<file path="config.mk">
export PLATFORM = sky130hd
export DESIGN_NAME = demux_sel_sequencer
export DESIGN_NICKNAME = d
export VERILOG_FILES = /design/src/rtl/demux_sel_sequencer_pkg.sv /design/src/rtl/demux_sel_sequencer_debounce_filter.sv /design/src/rtl/demux_sel_sequencer.sv
export SDC_FILE = /design/constraint.sdc
export NUM_CORES = 1
export LEC_CHECK = 0
export CAP_MARGIN = 5
export CORE_ASPECT_RATIO = 1.4
export CORE_MARGIN = 2
export CORE_UTILIZATION = 47
export DETAILED_ROUTE_END_ITERATION = 12
export PLACE_DENSITY = 0.66
export REMOVE_ABC_BUFFERS = 1
export SKIP_LAST_GASP = 1
export SLEW_MARGIN = 25
export SYNTH_ARGS = -nofsm -noshare
export SYNTH_HDL_FRONTEND = slang
export SYNTH_SLANG_ARGS = --single-unit
</file>
<file path="constraint.sdc">
create_clock -name i_clk -period 2.4 [get_ports i_clk]
set_clock_uncertainty 0.1 [all_clocks]
set_input_delay 0.24 -clock i_clk [delete_from_list [all_inputs] [get_ports i_clk]]
set_output_delay 0.24 -clock i_clk [all_outputs]
set_load 0.02 [all_outputs]
</file>
<file path="src/rtl/demux_sel_sequencer_pkg.sv">
// -----------------------------------------------------------------------------
// demux_seq_pkg
// Shared types and defaults for the demux select sequencer.
//   sel_idx_t              : 2-bit select index {sel_1, sel_2}
//   SEL_COUNT              : number of demux outputs addressed by the index
//   DEFAULT_DEBOUNCE_LIMIT : default stable-cycle count for the switch filter
//   DEFAULT_SCAN_PERIOD    : default auto-scan step interval in cycles
//   next_sel()             : index + 1, wrapping 3 -> 0
// -----------------------------------------------------------------------------
package demux_seq_pkg;

  typedef logic [1:0] sel_idx_t;

  localparam int SEL_COUNT              = 4;
  localparam int DEFAULT_DEBOUNCE_LIMIT = 250000;
  localparam int DEFAULT_SCAN_PERIOD    = 25000000;

  function automatic sel_idx_t next_sel(input sel_idx_t cur);
    return sel_idx_t'((int'(cur) + 1) % SEL_COUNT);
  endfunction

endpackage

</file>
<file path="src/rtl/demux_sel_sequencer_debounce_filter.sv">
// -----------------------------------------------------------------------------
// debounce_filter
// Two-flop synchronizer followed by a debounce counter. The filtered level
// only follows the synchronized input after it has differed from the current
// filtered level for DEBOUNCE_LIMIT consecutive cycles.
// Ports:
//   i_clk    : system clock
//   i_rst_n  : asynchronous active-low reset
//   i_raw    : raw asynchronous input
//   o_level  : debounced level
// -----------------------------------------------------------------------------
module debounce_filter
  import demux_seq_pkg::*;
#(
  parameter int DEBOUNCE_LIMIT = DEFAULT_DEBOUNCE_LIMIT
) (
  input  logic i_clk,
  input  logic i_rst_n,
  input  logic i_raw,
  output logic o_level
);

  localparam int CW = $clog2(DEBOUNCE_LIMIT);
  localparam logic [CW-1:0] CNT_LAST = CW'(DEBOUNCE_LIMIT - 1);

  logic          meta_q;
  logic          sync_q;
  logic          db_q;
  logic          db_d;
  logic [CW-1:0] cnt_q;
  logic [CW-1:0] cnt_d;

  always_ff @(posedge i_clk or negedge i_rst_n) begin
    if (!i_rst_n) begin
      meta_q <= 1'b0;
      sync_q <= 1'b0;
      db_q   <= 1'b0;
      cnt_q  <= '0;
    end else begin
      meta_q <= i_raw;
      sync_q <= meta_q;
      db_q   <= db_d;
      cnt_q  <= cnt_d;
    end
  end

  // cnt counts mismatch cycles already seen; on the LIMIT-th consecutive
  // mismatch the level is accepted, so cnt never needs to exceed LIMIT-1.
  always_comb begin
    db_d  = db_q;
    cnt_d = '0;
    if (sync_q != db_q) begin
      if (cnt_q == CNT_LAST) begin
        db_d = sync_q;
      end else begin
        cnt_d = cnt_q + CW'(1);
      end
    end
  end

  assign o_level = db_q;

endmodule

</file>
<file path="src/rtl/demux_sel_sequencer.sv">
// -----------------------------------------------------------------------------
// demux_sel_sequencer
// Drives the two select lines of demux_1_to_4. The index steps 0->1->2->3->0
// on each debounced button press, and additionally every SCAN_PERIOD cycles
// while auto mode is selected.
// Ports:
//   i_clk    : system clock
//   i_rst_n  : asynchronous active-low reset
//   i_switch : raw push-button, active high
//   i_mode   : 0 = manual, 1 = auto-scan (asynchronous level)
//   o_sel_1  : index[1], to demux_1_to_4.i_sel_1
//   o_sel_2  : index[0], to demux_1_to_4.i_sel_2
//   o_step   : one-cycle pulse in the cycle after the index changes
// -----------------------------------------------------------------------------
module demux_sel_sequencer
  import demux_seq_pkg::*;
#(
  parameter int DEBOUNCE_LIMIT = DEFAULT_DEBOUNCE_LIMIT,
  parameter int SCAN_PERIOD    = DEFAULT_SCAN_PERIOD
) (
  input  logic i_clk,
  input  logic i_rst_n,
  input  logic i_switch,
  input  logic i_mode,
  output logic o_sel_1,
  output logic o_sel_2,
  output logic o_step
);

  localparam int SW = $clog2(SCAN_PERIOD);
  localparam logic [SW-1:0] SCAN_LAST = SW'(SCAN_PERIOD - 1);

  logic          mode_meta_q;
  logic          mode_sync_q;
  logic          db_level;
  logic          db_level_q;
  logic          press;
  logic          tick;
  logic          advance;
  logic [SW-1:0] scan_q;
  logic [SW-1:0] scan_d;
  sel_idx_t      idx_q;
  sel_idx_t      idx_d;
  logic          step_q;
  logic          step_d;

  debounce_filter #(
    .DEBOUNCE_LIMIT(DEBOUNCE_LIMIT)
  ) u_switch_db (
    .i_clk   (i_clk),
    .i_rst_n (i_rst_n),
    .i_raw   (i_switch),
    .o_level (db_level)
  );

  assign press   = db_level & ~db_level_q;
  assign tick    = (scan_q == SCAN_LAST);
  assign advance = press | (mode_sync_q & tick);

  // Any advance (tick wrap or press) restarts the scan interval, so a press
  // in auto mode pushes the next automatic step a full period out.
  always_comb begin
    scan_d = '0;
    idx_d  = idx_q;
    step_d = 1'b0;
    if (mode_sync_q && !advance) begin
      scan_d = scan_q + SW'(1);
    end
    if (advance) begin
      idx_d  = next_sel(idx_q);
      step_d = 1'b1;
    end
  end

  always_ff @(posedge i_clk or negedge i_rst_n) begin
    if (!i_rst_n) begin
      mode_meta_q <= 1'b0;
      mode_sync_q <= 1'b0;
      db_level_q  <= 1'b0;
      scan_q      <= '0;
      idx_q       <= '0;
      step_q      <= 1'b0;
    end else begin
      mode_meta_q <= i_mode;
      mode_sync_q <= mode_meta_q;
      db_level_q  <= db_level;
      scan_q      <= scan_d;
      idx_q       <= idx_d;
      step_q      <= step_d;
    end
  end

  assign o_sel_1 = idx_q[1];
  assign o_sel_2 = idx_q[0];
  assign o_step  = step_q;

endmodule

</file>
# [After elaboration in Yosys (flattened, before gate mapping)]
# Cells that the tools add are included.
[totals] reg_bits=52 input_bits=4
[classes] n_mux=4 n_eq_ne=3 n_reduce_logical=3 n_bitwise=4 addsub=3
[ops] operator="$mux W18" count=2
[ops] operator="$add A25 B1 Y25 const B" count=1
[ops] operator="$eq A25 B25 Y1 const B" count=1
[ops] operator="$mux W25" count=1
[ops] operator="$add A18 B1 Y18 const B" count=1
[ops] operator="$eq A18 B18 Y1 const B" count=1
[ops] operator="$add A2 B1 Y2 const B" count=1
[ops] operator="$and A1 B1 Y1" count=2
[ops] operator="$reduce_and A2 Y1" count=1
[ops] operator="$logic_and A1 B1 Y1" count=1
[ops] operator="$logic_not A1 Y1" count=1
[ops] operator="$mux W1" count=1
[ops] operator="$ne A1 B1 Y1" count=1
[ops] operator="$not A1 Y1" count=1
[ops] operator="$or A1 B1 Y1" count=1

# [Logic depth before layout (Yosys ltp)]
[depth] word_depth=6 ltp_mapped=7 ltp_nobuf=5

# [Hierarchy]
# A second synthesis with hierarchy kept.
[unflattened] hier_cells=244 area_unflattened_um2=2516.2
[modules_own_cells] mod="demux_sel_sequencer" area_per_inst_um2=1486.4 n_inst=1 cells_per_inst=145
[modules_own_cells] mod="debounce_filter" area_per_inst_um2=1029.7 n_inst=1 cells_per_inst=99

# [Least setup slack after synthesis]
# Ideal clock, no wire load.
[synth_path] path_type="flip-flop to flip-flop" from="reg u_switch_db.cnt_q[0]" to="reg u_switch_db.cnt_q[10]" stages_incl_launch_ff=6 required_time_ps=2168 synth_period_minus_slack_ps=2016 slack_ps=384 setup_time_ps=132 arrival_time_ps=1784 path_cell_list="dfrtp_1 -> ha_1 -> nand3_1 -> o41ai_2 -> clkbuf_1 -> nor2_1"
[synth_between] elab_chain_cells=3
[synth_rtl] element="from (decl)" line="demux_sel_sequencer_debounce_filter.sv:30" rtl="logic [CW-1:0] cnt_q;"
[synth_rtl] element="from (signal assigned)" line="demux_sel_sequencer_debounce_filter.sv:43" rtl="cnt_q <= cnt_d;"
[synth_rtl] element="$add A18 B1 Y18 / $eq A18 B18 Y1 (equally long branches)" line="demux_sel_sequencer_debounce_filter.sv:56, demux_sel_sequencer_debounce_filter.sv:53"
[synth_rtl] element="$mux W18 (*)" line="demux_sel_sequencer_debounce_filter.sv:53" rtl="if (cnt_q == CNT_LAST) begin"
[synth_rtl] element="$mux W18 (*)" line="demux_sel_sequencer_debounce_filter.sv:52" rtl="if (sync_q != db_q) begin"
[synth_rtl] element="named net u_switch_db.cnt_d[10]" line="demux_sel_sequencer_debounce_filter.sv:31" rtl="logic [CW-1:0] cnt_d;"
# Mark *: on every way through the listed nets, which the timed path passes. The rest lies on a longest branch.
# A chain may end at the register's enable or synchronous reset.

# [Worst setup path after layout]
[layout_path] from="reg scan_q[7]" to="reg scan_q[22]"
[layout_between] elab_chain_cells=6
[layout_rtl] element="from (decl)" line="demux_sel_sequencer.sv:40" rtl="logic [SW-1:0] scan_q;"
[layout_rtl] element="from (signal assigned)" line="demux_sel_sequencer.sv:87" rtl="scan_q <= scan_d;"
[layout_rtl] element="branches (longest 5 deep; another with $add A25 B1 Y25)"
[layout_rtl] element="$mux W25 (*)" line="demux_sel_sequencer.sv:66" rtl="if (mode_sync_q && !advance) begin"
[layout_rtl] element="named net scan_d[22]" line="demux_sel_sequencer.sv:41" rtl="logic [SW-1:0] scan_d;"
# Mark *: on every way through the listed nets, which the timed path passes.

==> run metrics <==
status=completed; warnings from Yosys=0; CP required=approximately 2.5 ns; top_reg_cell synth=dfrtp_1; antenna cell count=0; leading cell type in the layout, fill and taps excluded=dfrtp_1; Worst-path clk slew=approximately 0.10 ns; worst-margin pin slew=around 0.53 ns; Final ANT Viol Nets=0; simple-gate share of the synthesized area=roughly 28%; via count=1,976; Placer Congestion=0.8610; first-pass iteration count of the detailed router=4; fin crit share=between 80% and 90%; post-route non-filler standard cell count=roughly 350; drt total wl=roughly 5000 um; crit path time final=2.079 ns; clock root buffer master=clkbuf_8; Synth Area in Compound Gates=about a tenth; Seq/Total Area, Yosys=about half; CP Capture Type=flip-flop; core area=0.005405 mm2; DRT iter0 DRCs=107; Crit Path Category=flip-flop to flip-flop; clk_lat worst skew=around 0.31 ns; GRT Residual Overflow=0; Crit path arrival time=between 2 and 2.5 ns; largest net degree at the start of global routing=25; RSZ-0062 raised after global routing=false; Worst setup SP type=flip-flop; vias in the first global route=2,021; area delta synth->final=9.768%; xor and xnor area share after synthesis=roughly 7.8%; share of layout cells above drive strength 1=10.11%; main combinational cell family by area after synthesis=simple AND/OR/NAND/NOR gates; CTS tree=yes; die area=0.006123 mm2; vias per inst=between 5 and 6; Starting Density=47.87%; syn_area_per_cell=between 9 and 10 um2; CP max FO=18; H-tree Lvls=2; FMAX=481.0 MHz; antenna violations before repair=0; I/O pin count=7; mux share of post-synthesis cell area=less than 1%; Tot GR Track Use=a little under a fifth; DR WL/cell=~15 um; first-pass GRT wire length=about 8900 um; most frequent cells in the layout=dfrtp_1 (52), nor2_1 (28), nand2_1 (21), a21oi_1 (20), xnor2_1 (15); Cell Rows=32; Slew Limit Fails=0; post-DP HPWL=between 3000 and 4000 um; # clock sinks=52; final setup fails=0; Rel. slew slack=between 60% and 70%; max cap viols=0; die height=approximately 92 um; Min-Delay Path Class=input port to flip-flop; VDD IR-drop max=about 0.30 mV; adder-cell share of the synthesized area=less than 1%; Mapped Cells=around 260; pwr/cell area=518.9 mW/mm2; final hold vios=0; die width=between 60 and 70 um; setup TNS=0 ns; number of flops mapped to enable cells by yosys=0; final net count=~280; placed insts=around 340; largest register by flop count=scan_q; post-synthesis cell type count=40; Async SR Flop Fraction=between 90% and 100%; Largest regs=scan_q x25, u_switch_db.cnt_q x18, idx_q x2; Buffers on Ports=6; number of synthesized register bits=52; Leak Pwr=roughly 0.0011 uW; DRC viols=0; Post-Syn Area=0.002587 mm2; max FFs per register=25; Num CTS Buffers=5; clock buffer depth=2
[metrics by stage]
stage | power [uW] | hold slack (ns) | util [%] | setup WS [ns] | area (um2)
floorplan | 934.6 | -0.1556 | - | 0.3015 | 2542
global placement | 970.6 | 0.1499 | 50.60 | 0.3931 | 2735
detailed placement | 971.7 | 0.1503 | 50.60 | 0.3358 | 2735
CTS | 1504 | 0.2487 | 52.55 | 0.3193 | 2840
global route | 1548 | 0.2421 | 52.55 | 0.2432 | 2840
finish | 1474 | 0.2575 | 52.55 | 0.3212 | 2840
[report_power, final]
group,switching [uW],internal [uW]
Clock,306,215
Combinational,37.2,19.3
Sequential,9.74,887
Total,352,1120
[critical path: stages, from the launching register on]
cell	delay, ns
dfrtp_1	0.47
nand3_2	0.14
or4_4	0.64
or4_1	0.50
a21oi_1	0.16
[final timing paths]
check	start	end	slack (ns)	depth (start not counted)
setup reg to reg	scan_q[7]$_DFF_PN0_	scan_q[22]$_DFF_PN0_	0.32	4
min in group asynchronous	i_rst_n	scan_q[12]$_DFF_PN0_	0.34	2
max in group asynchronous	i_rst_n	scan_q[2]$_DFF_PN0_	1.24	3
setup / recovery	scan_q[7]$_DFF_PN0_	scan_q[22]$_DFF_PN0_	0.32	4
hold reg to reg	u_switch_db.meta_q$_DFF_PN0_	u_switch_db.sync_q$_DFF_PN0_	0.26	0
hold / removal	i_switch	u_switch_db.meta_q$_DFF_PN0_	0.26	1
[synth_stat cells (4+ instances only)]
cell	number	area (um2)
dfrtp_1	52	1301
nor2_1	28	105.1
nand2_1	21	78.83
a21oi_1	20	100.1
xnor2_1	15	131.4
nand3_1	12	60.06
or4_1	11	82.58
nor4_1	10	62.56
inv_1	9	33.78
or3_1	9	56.30
o21ai_0	8	40.04
xor2_1	8	70.07
nand4_1	7	43.79
o31ai_1	7	52.55
nor3_1	4	20.02
[metal layers]
layer	track usage, %	share of wire [%]
met2	32.50	54
met5	0	0
met4	8.333	2.5
met3	4.049	2.0
met1	22.10	42
[repair_timing]
item / 4_1_cts / 5_1_grt
setup buffers: 0 / 0
hold buffers: 1 / 0
hold endpoints to repair: 22 / 0
resized for setup: 0 / 0
[cell type report]
class | instances | area [um2]
Tap cell | 68 | 85.08
Timing Repair Buffer | 14 | 117.6
Inverter | 9 | 33.78
Clock buffer | 5 | 68.82
Multi-Input combinational cell | 194 | 1207
Sequential cell | 52 | 1301
Fill cell | 518 | 2565
Clock inverter | 3 | 26.28
[logic make-up after synthesis]
| logic type | after synthesis |
|---|---|
| buf+inv | 16 |
| xor+xnor | 23 |
| compound gates | 41 |
| fa+ha+maj | 2 |
| mux | 1 |
| simple gates | 127 |
| flops | 52 |
(Power assumes the default switching activity.)
